===== config.mk =====
export PLATFORM = sky130hd
export DESIGN_NAME = clk_div_multi_flat
export DESIGN_NICKNAME = d
export VERILOG_FILES = /design/src/rtl/clk_div_multi_if.sv /design/src/rtl/clk_div_multi.sv /design/src/flat_wrapper.sv
export SDC_FILE = /design/constraint.sdc
export NUM_CORES = 1
export LEC_CHECK = 0
export ABC_AREA = 1
export CAP_MARGIN = 40
export CELL_PAD_IN_SITES_DETAIL_PLACEMENT = 1
export CELL_PAD_IN_SITES_GLOBAL_PLACEMENT = 2
export CORE_MARGIN = 2
export CORE_UTILIZATION = 34
export CTS_BUF_LIST = sky130_fd_sc_hd__clkbuf_8
export CTS_CLUSTER_SIZE = 30
export DETAILED_ROUTE_END_ITERATION = 8
export PLACE_DENSITY_LB_ADDON = 0.05
export SYNTH_ARGS = -nofsm -noshare
export SYNTH_HDL_FRONTEND = slang
export SYNTH_SLANG_ARGS = --single-unit

===== constraint.sdc =====
create_clock -name clk_in -period 2.06 [get_ports clk_in]
set_clock_uncertainty 0.05 [all_clocks]
set_input_delay 0.206 -clock clk_in [delete_from_list [all_inputs] [get_ports clk_in]]
set_output_delay 0.206 -clock clk_in [all_outputs]
set_load 0.1 [all_outputs]

===== src/rtl/clk_div_multi_if.sv =====
// Control/status bundle for clk_div_multi: per-channel enables, divisor write port, tick/square outputs.
// Outputs are registered one cycle after the sampling edge; no backpressure, every write is answered by ack or err.
interface clk_div_multi_if #(
    parameter int NUM_CH = 4,
    parameter int CNT_W  = 16
);
    localparam int CH_W = (NUM_CH > 1) ? $clog2(NUM_CH) : 1;

    logic [NUM_CH-1:0] en;
    logic              sync_clr;
    logic              cfg_wr;
    logic [CH_W-1:0]   cfg_ch;
    logic [CNT_W-1:0]  cfg_div;
    logic              cfg_ack;
    logic              cfg_err;
    logic [NUM_CH-1:0] tick;
    logic [NUM_CH-1:0] sq_out;

    modport master (
        output en, sync_clr, cfg_wr, cfg_ch, cfg_div,
        input  cfg_ack, cfg_err, tick, sq_out
    );

    modport slave (
        input  en, sync_clr, cfg_wr, cfg_ch, cfg_div,
        output cfg_ack, cfg_err, tick, sq_out
    );
endinterface


===== src/rtl/clk_div_multi.sv =====
// NUM_CH clock-enable generators: one-cycle tick every div cycles plus a 50% square wave at half that rate.
// Outputs registered (1 cycle); no backpressure, divisor writes always answered next cycle and applied at wrap.
module clk_div_multi #(
    parameter int NUM_CH      = 4,
    parameter int CNT_W       = 16,
    parameter int DEFAULT_DIV = 50000
) (
    input  logic           clk_in,
    input  logic           rst_n,
    clk_div_multi_if.slave bus
);
    localparam int               CH_W     = (NUM_CH > 1) ? $clog2(NUM_CH) : 1;
    localparam logic [CNT_W-1:0] DEF_DIV  = CNT_W'(DEFAULT_DIV);
    localparam logic [CH_W:0]    CH_LIMIT = (CH_W + 1)'(NUM_CH);

    logic [CNT_W-1:0]  r_cnt    [NUM_CH];
    logic [CNT_W-1:0]  r_div    [NUM_CH];
    logic [CNT_W-1:0]  r_shadow [NUM_CH];
    logic [NUM_CH-1:0] r_pend;
    logic [NUM_CH-1:0] r_tick;
    logic [NUM_CH-1:0] r_sq;
    logic              r_ack;
    logic              r_err;
    logic              w_in_range;

    assign w_in_range = ({1'b0, bus.cfg_ch} < CH_LIMIT);

    // Active divisor only changes at a wrap or while the counter is parked at 0,
    // so cnt can never sit above div-1 and the tick/square outputs never glitch.
    always_ff @(posedge clk_in or negedge rst_n) begin
        if (!rst_n) begin
            for (int i = 0; i < NUM_CH; i++) begin
                r_cnt[i]    <= '0;
                r_div[i]    <= DEF_DIV;
                r_shadow[i] <= DEF_DIV;
            end
            r_pend <= '0;
            r_tick <= '0;
            r_sq   <= '0;
        end else begin
            for (int i = 0; i < NUM_CH; i++) begin
                r_tick[i] <= 1'b0;
                if (bus.sync_clr) begin
                    r_cnt[i] <= '0;
                    r_sq[i]  <= 1'b0;
                    if (r_pend[i]) begin
                        r_div[i]  <= r_shadow[i];
                        r_pend[i] <= 1'b0;
                    end
                end else if (!bus.en[i]) begin
                    if (r_pend[i]) begin
                        r_div[i]  <= r_shadow[i];
                        r_pend[i] <= 1'b0;
                        r_cnt[i]  <= '0;
                    end
                end else if (r_div[i] == '0) begin
                    r_cnt[i] <= '0;
                    if (r_pend[i]) begin
                        r_div[i]  <= r_shadow[i];
                        r_pend[i] <= 1'b0;
                    end
                end else if (r_cnt[i] == r_div[i] - CNT_W'(1)) begin
                    r_cnt[i]  <= '0;
                    r_tick[i] <= 1'b1;
                    r_sq[i]   <= ~r_sq[i];
                    if (r_pend[i]) begin
                        r_div[i]  <= r_shadow[i];
                        r_pend[i] <= 1'b0;
                    end
                end else begin
                    r_cnt[i] <= r_cnt[i] + CNT_W'(1);
                end

                // Placed last so a write on a wrap/clear edge re-arms pend after the old shadow loads.
                if (bus.cfg_wr && w_in_range && (bus.cfg_ch == CH_W'(i))) begin
                    r_shadow[i] <= bus.cfg_div;
                    r_pend[i]   <= 1'b1;
                end
            end
        end
    end

    always_ff @(posedge clk_in or negedge rst_n) begin
        if (!rst_n) begin
            r_ack <= 1'b0;
            r_err <= 1'b0;
        end else begin
            r_ack <= bus.cfg_wr & w_in_range;
            r_err <= bus.cfg_wr & ~w_in_range;
        end
    end

    assign bus.tick    = r_tick;
    assign bus.sq_out  = r_sq;
    assign bus.cfg_ack = r_ack;
    assign bus.cfg_err = r_err;
endmodule


===== src/flat_wrapper.sv =====
// flat-port wrapper written by rule: the top's interface ports become plain ports
module clk_div_multi_flat 
#(
    parameter int NUM_CH      = 4,
    parameter int CNT_W       = 16,
    parameter int DEFAULT_DIV = 50000
)
  (clk_in, rst_n, bus_en, bus_sync_clr, bus_cfg_wr, bus_cfg_ch, bus_cfg_div, bus_cfg_ack, bus_cfg_err, bus_tick, bus_sq_out);
  clk_div_multi_if #(.NUM_CH(NUM_CH), .CNT_W(CNT_W)) bus_i ();
  input  logic clk_in;
  input  logic rst_n;
  input wire logic [$bits(bus_i.en)-1:0] bus_en;
  input wire logic [$bits(bus_i.sync_clr)-1:0] bus_sync_clr;
  input wire logic [$bits(bus_i.cfg_wr)-1:0] bus_cfg_wr;
  input wire logic [$bits(bus_i.cfg_ch)-1:0] bus_cfg_ch;
  input wire logic [$bits(bus_i.cfg_div)-1:0] bus_cfg_div;
  output wire logic [$bits(bus_i.cfg_ack)-1:0] bus_cfg_ack;
  output wire logic [$bits(bus_i.cfg_err)-1:0] bus_cfg_err;
  output wire logic [$bits(bus_i.tick)-1:0] bus_tick;
  output wire logic [$bits(bus_i.sq_out)-1:0] bus_sq_out;
  assign bus_i.en = bus_en;
  assign bus_i.sync_clr = bus_sync_clr;
  assign bus_i.cfg_wr = bus_cfg_wr;
  assign bus_i.cfg_ch = bus_cfg_ch;
  assign bus_i.cfg_div = bus_cfg_div;
  assign bus_cfg_ack = bus_i.cfg_ack;
  assign bus_cfg_err = bus_i.cfg_err;
  assign bus_tick = bus_i.tick;
  assign bus_sq_out = bus_i.sq_out;
  clk_div_multi #(.NUM_CH(NUM_CH), .CNT_W(CNT_W), .DEFAULT_DIV(DEFAULT_DIV)) u_core (.clk_in(clk_in), .rst_n(rst_n), .bus(bus_i));
endmodule

# ---- Word-level counts from Yosys, hierarchy flattened
# Index checks and enable logic that the tools add are counted.
dict set report word_totals {
  reg_bits 205
  latchBits 0
  ramBits 0
  rom_bits 0
  inputBits 26
  output_inout_bits 10
  word_cells 170
  mem_count 0
}
dict set report classes {
  addsub 8
  mul 0
  div_mod_pow 0
  order_cmp 0
  eq_ne 19
  shift 0
  muxes 92
  bitwise_logic 4
  n_reduce_logical 25
}
# op n
set ops {}
lappend ops {{$mux W16} 40}
lappend ops {{$add A16 B1 Y16 const B} 4}
lappend ops {{$eq A16 B16 Y1} 4}
lappend ops {{$logic_not A16 Y1} 4}
lappend ops {{$sub A16 B1 Y16 const B} 4}
lappend ops {{$mux W1} 52}
lappend ops {{$ne A5 B1 Y1 const B} 4}
lappend ops {{$ne A4 B1 Y1 const B} 4}
lappend ops {{$reduce_bool A2 Y1} 8}
lappend ops {{$reduce_and A3 Y1} 4}
lappend ops {{$reduce_bool A3 Y1} 4}
lappend ops {{$ne A2 B2 Y1 const B} 4}
lappend ops {{$eq A2 B2 Y1 const B} 2}
lappend ops {{$logic_and A1 B1 Y1} 4}
lappend ops {{$not A1 Y1} 4}
lappend ops {{$eq A2 B1 Y1 const B} 1}
lappend ops {{$logic_not A2 Y1} 1}

# ---- Longest topological paths before layout
# Gate-level depths: netlist of the first run.
dict set report depth {
  word_depth 7
  mapped_depth 18
  depth_no_buf 17
}

# ---- Worst setup path before layout of the first run
# OpenSTA, ideal clock, no wires.
dict set report synth_path {
  path_kind {reg-to-reg}
  start {register u_core.r_div[32] (netlist bit)}
  end {register u_core.r_div[37] (netlist bit)}
  setup_ns 0.117
  arrival_time_ns 1.896
  required_ns 1.893
  slack_ns -0.003
  stages_incl_launch_ff 15
  path_buffers 1
  synth_period_minus_slack_ns 2.063
  path_cell_list {dfrtp_1 > inv_1 > ha_1 > nand2_1 > nor2_2 > nand2_1 > xor2_1 > o21ai_1 > nor2_1 > nand3_1 > nand2_2 > nand2_4 > buf_6 > nand2_1 > nand2_1}
}
dict set report synth_between {
  elab_chain_len 4
  elab_cells_between_ends 7
  cone_classes {add/sub: 1; eq/ne: 2; mux: 3; reduce/logical: 1}
}
# element line
set synth_lines {}
lappend synth_lines {{from (decl)} clk_div_multi.sv:17} ;# logic [CNT_W-1:0] r_div [NUM_CH];
lappend synth_lines {{from (signal, indexed assignment)} clk_div_multi.sv:47} ;# r_div[i] <= r_shadow[i];
lappend synth_lines {{from (signal, indexed assignment)} clk_div_multi.sv:52} ;# r_div[i] <= r_shadow[i];
lappend synth_lines {{from (signal, indexed assignment)} clk_div_multi.sv:59} ;# r_div[i] <= r_shadow[i];
lappend synth_lines {{parallel branches: the longest is 4 deep, another holds $sub A16 B1 Y16} --}
# Parallel ways; which one is timed is not known.
# A chain may end at the register's enable or synchronous reset.

# ---- Worst setup path after layout of the first run
dict set report layout_path {
  start {register u_core.r_div[48] (netlist bit)}
  end {register u_core.r_div[50] (netlist bit)}
}
# The elaborated chain is that of the path after synthesis.

==> results of run 1 <==
registers in the layout, indices dropped and copies added (netlist names):
signal and cells:
u_core.bus.cfg_ack 1, u_core.r_div 64, u_core.r_cnt 64, u_core.bus.tick 4
u_core.r_shadow 64, u_core.bus.sq_out 4, u_core.r_pend 4
power by group through the flow:
stage	Sequential, mW	Clock [mW]	Combinational [mW]
floorplan	5.23	0	3.36
finish	5.53	4.13	7.18
CTS	5.45	4.26	6.53
detailed placement	5.43	0	5.79
global route	5.63	4.45	8.02
global placement	5.43	0	5.65
layout make-up:
type	instances	area, µm²
Clock buffer	51	701.9
Clock inverter	23	101.3
Fill cell	4117	17700
Inverter	158	595.6
Multi-Input combinational cell	1174	7081
Sequential cell	205	5204
Tap cell	455	569.3
Timing Repair Buffer	273	2417
per-stage QoR:
stage          std cells  TNS, ps  setup slack [ps]
6_report            2339   -18020            -290.0
5_1_grt             2339   -38340            -458.0
4_1_cts             2329   -19550            -214.3
3_5_place_dp        2228   -33520            -409.7
3_3_place_gp        2228   -25280            -430.9
2_1_floorplan       1583        0             20.96
synth_stat cells (22+ instances only):
cell,n
a21oi_1,51
dfrtp_1,157
nor2_1,163
xnor2_1,28
xor2_1,64
nand3_1,123
o21ai_0,100
dfstp_2,48
nand4_1,33
clkbuf_1,22
inv_1,153
nand2_1,502
logic make-up (layout without fill, tap and decap cells):
| kind of cell | count (synthesis) | after routing | synth area share, % |
|---|---|---|---|
| flip-flops | 205 | 205 | 44.04 |
| AND/OR/NAND/NOR | 891 | 895 | 32.67 |
| XOR/XNOR | 94 | 94 | 7.167 |
| AO/OA/AOI/OAI | 176 | 176 | 7.762 |
| buffers and inverters | 208 | 505 | 7.475 |
| adder cells (fa/ha/maj) | 8 | 8 | 0.8495 |
| other | 1 | 1 | 0.03182 |
worst paths after layout:
kind | endpoint | cells after the start | slack, ps | from
max in group asynchronous | u_core.r_shadow[62] | 3 | 1160 | rst_n
max | u_core.r_div[50] | 18 | -290 | u_core.r_div[48]
min | u_core.r_cnt[27] | 2 | 70 | rst_n
min in group clk_in | u_core.bus.cfg_ack | 1 | 170 | bus_cfg_wr
max reg2reg | u_core.r_div[50] | 18 | -290 | u_core.r_div[48]
min reg2reg | u_core.r_div[47] | 2 | 410 | u_core.r_shadow[47]
per-layer routing:
metal	share of wire (%)	global-route usage, %	up-vias
met5	0	0	-
met4	2.3	6.828	0
met3	2.4	3.210	54
met2	50	38.27	97
met1	45	28.06	5446
li1	-	-	5562
layout by cell type, fill, tap and decap left out, types with 15 or more instances in the layout:
cell type	n
nor2_4	25
xor2_1	60
nor2_2	36
clkbuf_8	51
nand2_2	90
inv_1	153
nor2_1	117
o21ai_0	88
buf_6	16
clkdlybuf4s50_1	24
a21oi_2	40
buf_4	211
dfstp_2	48
nand3_1	66
inv_2	20
nand3_2	55
nand2_1	401
nand3b_1	15
dfrtp_1	146
xnor2_1	27
nand4_1	33
repair_timing:
| item | CTS | global route |
|---|---|---|
| pin swaps | 63 | 95 |
| endpoints found under the hold margin | 167 | 0 |
| hold buffers | 1 | 0 |
| gates resized for setup | 213 | 202 |
| gates cloned | 9 | 1 |
| setup endpoints to repair | 140 | 140 |
| setup buffers | 18 | 18 |
==> flow_metrics.py, run 1 <==
metrics = {
    "cells_and_area": {
        "n_antenna_cell": 0,
        "drive_gt1_share_pct": 37.31,
        "fin_area_um2": 16670,
        "layout.nets": 1886,
        "fin_util_pct": 48.50,
        "area_growth_pct": 41.46,
    },
    "logic_synthesis": {
        "synth-seq-cells": 205,
        "synth_top_area_share_pct": 33.34,
        "ys.flop_type": "dfrtp_1",
        "ys_async_sr_fraction_pct": 100.0,
        "yosys-top-cells-area": "dfrtp_1, nand2_1, dfstp_2, nand3_1, nor2_1",
        "synth_cell_types": 40,
        "syn_nets": 1617,
        "synth_top_area_cell": "dfrtp_1",
        "syn_inst": 1583,
        "synth_edf_count": 0,
        "synth_area_um2": 11780,
        "synth_area_per_cell_um2": 7.444,
        "yosysSeqAreaShare_pct": 44.04,
        "yosysWarnings": 0,
    },
    "timing": {
        "period_share_pct": 114.1,
        "fmax_mhz": 425.5,
        "rsz0062_at_grt": "true",
        "hold_ws_ps": 72.84,
        "postLayoutSetupSlackWorst_ps": -290.0,
        "drv_slew": 0,
        "setup_viol": 135,
        "hold_viol": 0,
        "fin_crit_ps": 2350,
    },
    "global_routing": {
        "grt_pass1_wl_um": 62970,
        "grt-ovfl-total": 0,
        "antenna_found_initial": 0,
        "grt_usage_pct": 21.96,
        "grt_pass1_vias": 11920,
        "grt_start_max_net_pins": 47,
    },
    "place": {
        "portBuffers": 34,
        "place_congestion": 0.8300,
        "hpwl_um": 28170,
        "placed_cell_area_um2": 14030,
    },
    "cts": {
        "clk_path_buf_depth": 3,
        "cts_tree": "yes",
        "insertion_delay_ps": 570,
        "cts_buffers": 40,
        "cts_max_level": 2,
        "cts-root-buf": "clkbuf_8",
        "clock-sinks": 205,
        "clkTransAtPathRegs_ps": 60,
    },
    "pwr": {
        "internal-power_mw": 10.27,
        "power_mw": 16.84,
        "ir_drop_v": 0.0004977,
        "powerDensity_nw_per_um2": 1010,
        "pwr-share-comb_pct": 42.6,
        "pwr-share-seq_pct": 32.8,
        "switchingPower_mw": 6.566,
        "clkPwrFrac_pct": 24.5,
        "power_leakage_nw": 7.854,
        "switching_share_pct": 38.99,
    },
    "die": {
        "dieArea_um2": 36160,
        "rows": 68,
        "die_w_um": 190.2,
        "die_y_um": 190.2,
        "io-pin-count": 36,
        "initial_core_util_pct": 34.28,
        "core-area_um2": 34370,
    },
    "critical_path": {
        "cp_slowest_cell": "dfrtp_1",
        "path_common_cell": "nand2_1",
        "crit_buf_inv": 3,
        "required_ps": 2460,
        "startpoint_type": "flip-flop",
        "crit_type": "reg2reg",
        "worstPathCellList": "inv_2, ha_4, inv_2, nand2_2, nand2_1, nor2_1, nand2_1, nor2_2, nand2_1, nor2_2, nand2_1, nor2_2, nand3_2, nand2_4, buf_12, nand2_8, nand2_2, nand2_1",
        "cpPeakStageDelay_ps": 370,
        "crit_family": "simple AND/OR/NAND/NOR gates",
        "cp-end-kind": "flip-flop",
        "crit_arrival_ps": 2750,
        "worstPathMaxFanout": 8,
    },
    "drt": {
        "remaining_drc_errors": 0,
        "ant_nets": 0,
        "drt_iter0_drc": 356,
        "num_vias": 11160,
        "first_pass_iters": 4,
        "avgViaCountPerCell": 4.771,
        "wl_per_cell_um": 16.62,
        "routed_wl_um": 38880,
    },
    "run": {
        "max_cap_violations": 0,
    },
    "run_status": {
        "violations": "setup timing",
        "status": "finished, violations left",
    },
    "hold_path": {
        "hp-class": "in2async",
    },
}
No activity file was read; power rests on OpenSTA's default activity.
==> inputs of run 2 (changes only) <==
--- a/config.mk
+++ b/config.mk
@@ -6,12 +6,11 @@
 export NUM_CORES = 1
 export LEC_CHECK = 0
 export ABC_AREA = 1
-export CAP_MARGIN = 40
 export CELL_PAD_IN_SITES_DETAIL_PLACEMENT = 1
 export CELL_PAD_IN_SITES_GLOBAL_PLACEMENT = 2
 export CORE_MARGIN = 2
-export CORE_UTILIZATION = 34
-export CTS_BUF_LIST = sky130_fd_sc_hd__clkbuf_8
+export CORE_UTILIZATION = 33
+export CTS_BUF_LIST = sky130_fd_sc_hd__clkbuf_16
 export CTS_CLUSTER_SIZE = 30
 export DETAILED_ROUTE_END_ITERATION = 8
 export PLACE_DENSITY_LB_ADDON = 0.05
==> run 2 against run 1 <==
Net effect:
- flip-flop and latch count unchanged
- critical path depth down 4
- count of clock-buffer cells in the layout down 26
- die area up 3.0%
- clock power up 1%
- cell count down 1.2%
- fmax up 2.6%
- critical endpoint is now u_core.r_div[39]
- largest power group unchanged
- the flow still finishes with violations (setup timing)
==> flow_metrics.py, run 2 (same netlist as run 1, synthesis figures left out) <==
metrics = {
    "cells_and_area": {
        "layout_commonest_cell": "nand2_1",
        "drive_gt1_share_pct": 38.05,
        "fin_area_um2": 16860,
        "reg_top3": "u_core.r_cnt x64, u_core.r_div x64, u_core.r_shadow x64",
        "n_antenna_cell": 0,
        "area_growth_pct": 43.05,
        "final_cell_mix": "nand2_1, buf_4, dfrtp_1, inv_1, nor2_1",
        "layout.nets": 1866,
    },
    "drt": {
        "num_vias": 11150,
        "avgViaCountPerCell": 4.825,
        "first_pass_iters": 4,
        "wl_per_cell_um": 17.18,
        "drt_iter0_drc": 387,
        "remaining_drc_errors": 0,
        "ant_nets": 0,
        "routed_wl_um": 39700,
    },
    "timing": {
        "postLayoutSetupSlackWorst_ps": -230.1,
        "rsz0062_at_grt": "true",
        "fmax_mhz": 436.7,
        "fin_crit_ps": 2290,
        "tns_ps": -15700,
        "hold_viol": 0,
        "period_share_pct": 111.2,
        "setup_viol": 132,
        "drv_slew": 0,
    },
    "place": {
        "hpwl_um": 28390,
        "pre_cts_ws_ps": -449.0,
        "portBuffers": 34,
        "place_congestion": 0.7996,
        "placed_cell_area_um2": 13920,
    },
    "global_routing": {
        "grt_usage_pct": 21.69,
        "grt_start_max_net_pins": 55,
        "antenna_found_initial": 2,
        "grt-ovfl-total": 0,
        "grt_pass1_vias": 11890,
        "grt_pass1_wl_um": 63660,
    },
    "cts": {
        "cts_buffers": 25,
        "cts_max_level": 1,
        "clkTransAtPathRegs_ps": 60,
        "insertion_delay_ps": 530,
        "cts-root-buf": "clkbuf_16",
        "clk_path_buf_depth": 3,
        "clock-sinks": 205,
        "cts_tree": "yes",
    },
    "die": {
        "dieArea_um2": 37240,
        "die_w_um": 193.0,
        "initial_core_util_pct": 33.29,
        "rows": 69,
        "die_y_um": 193.0,
        "core-area_um2": 35400,
        "io-pin-count": 36,
    },
    "pwr": {
        "clkPwrFrac_pct": 24.4,
        "powerDensity_nw_per_um2": 1018,
        "switchingPower_mw": 6.616,
        "internal-power_mw": 10.55,
        "ir_drop_v": 0.0005189,
        "pwr-share-comb_pct": 43.3,
        "switching_share_pct": 38.55,
        "power_leakage_nw": 7.837,
        "power_mw": 17.16,
        "pwr-share-seq_pct": 32.3,
    },
    "critical_path": {
        "crit_type": "reg2reg",
        "crit_arrival_ps": 2660,
        "rr_endpoint": "u_core.r_div[39]",
        "cp-end-kind": "flip-flop",
        "worstPathMaxFanout": 8,
        "crit_start": "u_core.r_div[32]",
        "r2r-start": "u_core.r_div[32]",
        "ff2ff_setup_slack_ps": -230,
        "startpoint_type": "flip-flop",
        "required_ps": 2430,
        "worstRegToRegCells": 14,
    },
    "run_status": {
        "violations": "setup timing",
        "status": "finished, violations left",
    },
    "run": {
        "max_cap_violations": 0,
    },
    "hold_path": {
        "hp-class": "in2async",
    },
}
## run 2: changes by cell type in the layout (fill, tap and decap cells not counted), sizes merged
cell,before,now
buf,247,242
bufinv,0,2
clkbuf,52,26
clkinv,5,13
clkinvlp,1,0
inv,175,163
## run 2: timing repair
action,4_1_cts,5_1_grt
hold buffers,1,0
gates resized for setup,267,199
setup endpoints to repair,139,140
cloned,11,1
setup buffers,31,16
pin swaps,85,109
endpoints found under the hold margin,143,0
## run 2: worst max-delay path by stage
stage and end:
3_3_place_gp u_core.r_cnt[31], 6_report u_core.r_div[39], 5_1_grt u_core.r_div[32], 4_1_cts u_core.r_div[33], 2_1_floorplan u_core.r_div[37], 3_5_place_dp u_core.r_cnt[31]
## run 2: metrics by stage
| step | std cells | util, % | hold slack [ps] |
|---|---|---|---|
| floorplan | 1583 | - | -139.6 |
| global placement | 2218 | 39.33 | 122.9 |
| detailed placement | 2218 | 39.33 | 122.4 |
| CTS | 2303 | 45.63 | 169.7 |
| global route | 2311 | 47.62 | 185.0 |
| finish | 2311 | 47.62 | 150.3 |
## run 2: per-layer routing
metal  global-route usage [%]  vias up  routed length [µm]
met1                    29.15     5506               18270
met4                    4.283        0                 685
met5                        0        -                   0
met2                    38.35       77               20010
met3                    1.792       47                 726
li1                         -     5521                   -
## run 2: area by class of cell
class,count,area [µm²]
Multi-Input combinational cell,1174,7232
Fill cell,4235,18540
Timing Repair Buffer,268,2485
Tap cell,461,576.8
Clock inverter,20,140.1
Clock buffer,25,625.6
Sequential cell,205,5204
Inverter,158,593.1
## run 2: power by group through the flow
stage                     logic [mW]  registers [mW]  clock network [mW]
after global placement          5.54            5.43                   0
after detailed placement        5.69            5.44                   0
after CTS                       6.74            5.47                4.30
after floorplan                 3.36            5.23                   0
after global routing            8.30            5.63                4.47
final                           7.43            5.54                4.19
## run 2: worst max-delay path, cell delays in order, from the launching register on
cell and delay, ps:
dfrtp_1 380, inv_2 100, ha_4 200, xnor2_1 110, nor2_1 170, nand4_1 130, nor2_1 130, nand2_1 110
nor2_4 130, nand3_4 130, nand2_8 140, buf_12 130, nand2_8 90, nand2_2 100, nand2_1 40
==> inputs of run 3 (changes only) <==
--- a/config.mk
+++ b/config.mk
@@ -6,13 +6,14 @@
 export NUM_CORES = 1
 export LEC_CHECK = 0
 export ABC_AREA = 1
-export CELL_PAD_IN_SITES_DETAIL_PLACEMENT = 1
-export CELL_PAD_IN_SITES_GLOBAL_PLACEMENT = 2
+export CELL_PAD_IN_SITES_DETAIL_PLACEMENT = 0
+export CELL_PAD_IN_SITES_GLOBAL_PLACEMENT = 1
 export CORE_MARGIN = 2
-export CORE_UTILIZATION = 33
+export CORE_UTILIZATION = 42
 export CTS_BUF_LIST = sky130_fd_sc_hd__clkbuf_16
 export CTS_CLUSTER_SIZE = 30
 export DETAILED_ROUTE_END_ITERATION = 8
+export GPL_TIMING_DRIVEN = 0
 export PLACE_DENSITY_LB_ADDON = 0.05
 export SYNTH_ARGS = -nofsm -noshare
 export SYNTH_HDL_FRONTEND = slang
==> run 3 against run 2 <==
Net effect:
- the flow still finishes with violations (setup timing)
- die area down 21%
- critical path depth up 1
- clock power rose by 4%
- count of clock-buffer cells in the layout unchanged
- cell count fell by 7.6%
- total power fell by 7.4%
- register-to-register slack improved by 20 ps
- non-clock buffer count fell by 90
==> flow_metrics.py, run 3 (same netlist as run 1, synthesis figures left out) <==
metrics = {
    "global_routing": {
        "grt_start_max_net_pins": 113,
        "grt_usage_pct": 22.88,
        "grt_pass1_wl_um": 53480,
        "grt_pass1_vias": 9991,
        "grt-ovfl-total": 0,
        "antenna_found_initial": 0,
    },
    "die": {
        "die_y_um": 171.5,
        "dieArea_um2": 29410,
        "die_w_um": 171.5,
        "io-pin-count": 36,
        "rows": 61,
        "initial_core_util_pct": 42.53,
        "core-area_um2": 27710,
    },
    "drt": {
        "routed_wl_um": 33170,
        "avgViaCountPerCell": 4.964,
        "ant_nets": 0,
        "remaining_drc_errors": 0,
        "num_vias": 10600,
        "wl_per_cell_um": 15.54,
        "first_pass_iters": 5,
        "drt_iter0_drc": 636,
    },
    "pwr": {
        "internal-power_mw": 9.897,
        "clkPwrFrac_pct": 27.3,
        "pwr-share-seq_pct": 34.6,
        "ir_drop_v": 0.0007409,
        "pwr-share-comb_pct": 38.1,
        "switching_share_pct": 37.72,
        "powerDensity_nw_per_um2": 1017,
        "power_leakage_nw": 7.257,
        "switchingPower_mw": 5.995,
    },
    "cells_and_area": {
        "area_growth_pct": 32.55,
        "layout.nets": 1773,
        "nFillCells": 2669,
        "regArea_um2": 5202,
        "multi_input_area_um2": 6917,
        "reg_top3": "u_core.r_cnt x64, u_core.r_div x64, u_core.r_shadow x64",
        "fin_util_pct": 56.38,
        "n_antenna_cell": 0,
        "layout_commonest_cell": "nand2_1",
        "drive_gt1_share_pct": 31.13,
        "final_cell_mix": "nand2_1, dfrtp_1, inv_1, nor2_1, nand3_1",
    },
    "cts": {
        "clkTransAtPathRegs_ps": 60,
        "cts_tree": "yes",
        "cts_buffers": 25,
        "insertion_delay_ps": 530,
        "clk_path_buf_depth": 3,
        "cts_max_level": 1,
        "cts-root-buf": "clkbuf_16",
        "clock-sinks": 205,
    },
    "critical_path": {
        "crit_arrival_ps": 2590,
        "cp-end-kind": "flip-flop",
        "crit_type": "reg2reg",
        "worstRegToRegCells": 15,
        "worstPathMaxFanout": 8,
        "required_ps": 2390,
        "startpoint_type": "flip-flop",
    },
    "timing": {
        "tns_ps": -15800,
        "hold_ws_ps": 205.2,
        "rsz0062_at_grt": "true",
        "period_share_pct": 110.0,
        "fmax_mhz": 441.3,
        "drv_slew": 0,
        "hold_viol": 0,
        "relSlewSlack_pct": 35.78,
        "postLayoutSetupSlackWorst_ps": -206.0,
        "fin_crit_ps": 2266,
        "setup_viol": 130,
        "worstMarginPinSlew_ps": 967.2,
    },
    "hold_path": {
        "hp-class": "in2async",
    },
    "place": {
        "portBuffers": 34,
        "hpwl_um": 22890,
        "place_congestion": 0.8174,
    },
    "run_status": {
        "violations": "setup timing",
        "status": "finished, violations left",
    },
    "run": {
        "max_cap_violations": 0,
    },
}
[run 3: changes by cell type in the layout (fill, tap and decap cells not counted), moves of 6 or more]
| cell | previous run | this run |
|---|---|---|
| buf_12 | 15 | 6 |
| buf_4 | 199 | 61 |
| buf_6 | 18 | 38 |
| clkbuf_1 | 0 | 20 |
| dlygate4sd2_1 | 0 | 8 |
| nand2_4 | 20 | 14 |
| nand3_1 | 69 | 100 |
| nand3_2 | 52 | 23 |
| nor2_2 | 35 | 44 |
| nor2_4 | 32 | 25 |
[run 3: layout make-up]
| class | count | share of cell area, % |
|---|---|---|
| buffer | 47 | 2.251 |
| inverter | 158 | 3.821 |
| timing repair buffer | 131 | 8.194 |
| multi-input combinational | 1171 | 44.28 |
| clock inverter | 20 | 1.113 |
| sequential | 205 | 33.31 |
| clock buffer | 25 | 4.005 |
| tap | 378 | 3.028 |
[run 3: per-stage QoR]
step	setup WS, ps	area [µm²]	instances	total power [mW]
after floorplan	20.96	11780	1583	8.587
after global placement	-8171	12600	1995	9.714
after detailed placement	-671.9	12630	1996	9.759
after CTS	-208.6	14740	2100	15.16
after global routing	-368.8	15620	2135	16.99
final	-206.0	15620	2135	15.89
[run 3: worst max-delay path, cell delays in order, from the launching register on]
cell and delay, ps:
dfrtp_1 390, inv_2 80, ha_4 160, nand3_4 90, nor2_4 210, o21ai_1 100, nand2_1 60, nand2_1 60
nor2_2 100, nand2_1 60, nor2_1 150, nand3_2 140, nand2_8 150, buf_6 120, buf_8 120, o22ai_2 60
[run 3: path summary, 6_finish.rpt]
| kind | from | slack (ps) | endpoint |
|---|---|---|---|
| worst max-delay path | u_core.r_div[48] | -210 | u_core.r_cnt[49] |
| max in group asynchronous | rst_n | 660 | u_core.r_div[5] |
| worst max register to register | u_core.r_div[48] | -210 | u_core.r_cnt[49] |
| min in group clk_in | bus_cfg_div[15] | 300 | u_core.r_shadow[15] |
| worst min register to register | u_core.r_shadow[40] | 420 | u_core.r_div[40] |
| worst min-delay path | rst_n | 210 | u_core.r_cnt[24] |
[run 3: repair_timing]
action                                  CTS  global route
endpoints found under the hold margin    73             0
endpoints found under the setup margin  149           141
gates resized for setup                 250           207
gates cloned                             14             1
setup buffers                            50            48
pin swaps                                50           107
hold buffers                              1             0
[run 3: metal layers]
layer / vias up / routed length (µm) / GRT usage (%)
li1: 5362 / - / -
met1: 5043 / 16510 / 34.77
met2: 162 / 14760 / 35.34
met3: 32 / 1425 / 2.784
met4: 0 / 473 / 3.832
met5: - / 0 / 0
[run 3: power by group through the flow]
| stage | clock, mW | combinational (mW) | sequential (mW) |
|---|---|---|---|
| floorplan | 0 | 3.36 | 5.23 |
| global route | 4.61 | 6.80 | 5.58 |
| global placement | 0 | 4.27 | 5.44 |
| finish | 4.34 | 6.06 | 5.50 |
| CTS | 4.43 | 5.28 | 5.44 |
| detailed placement | 0 | 4.32 | 5.44 |
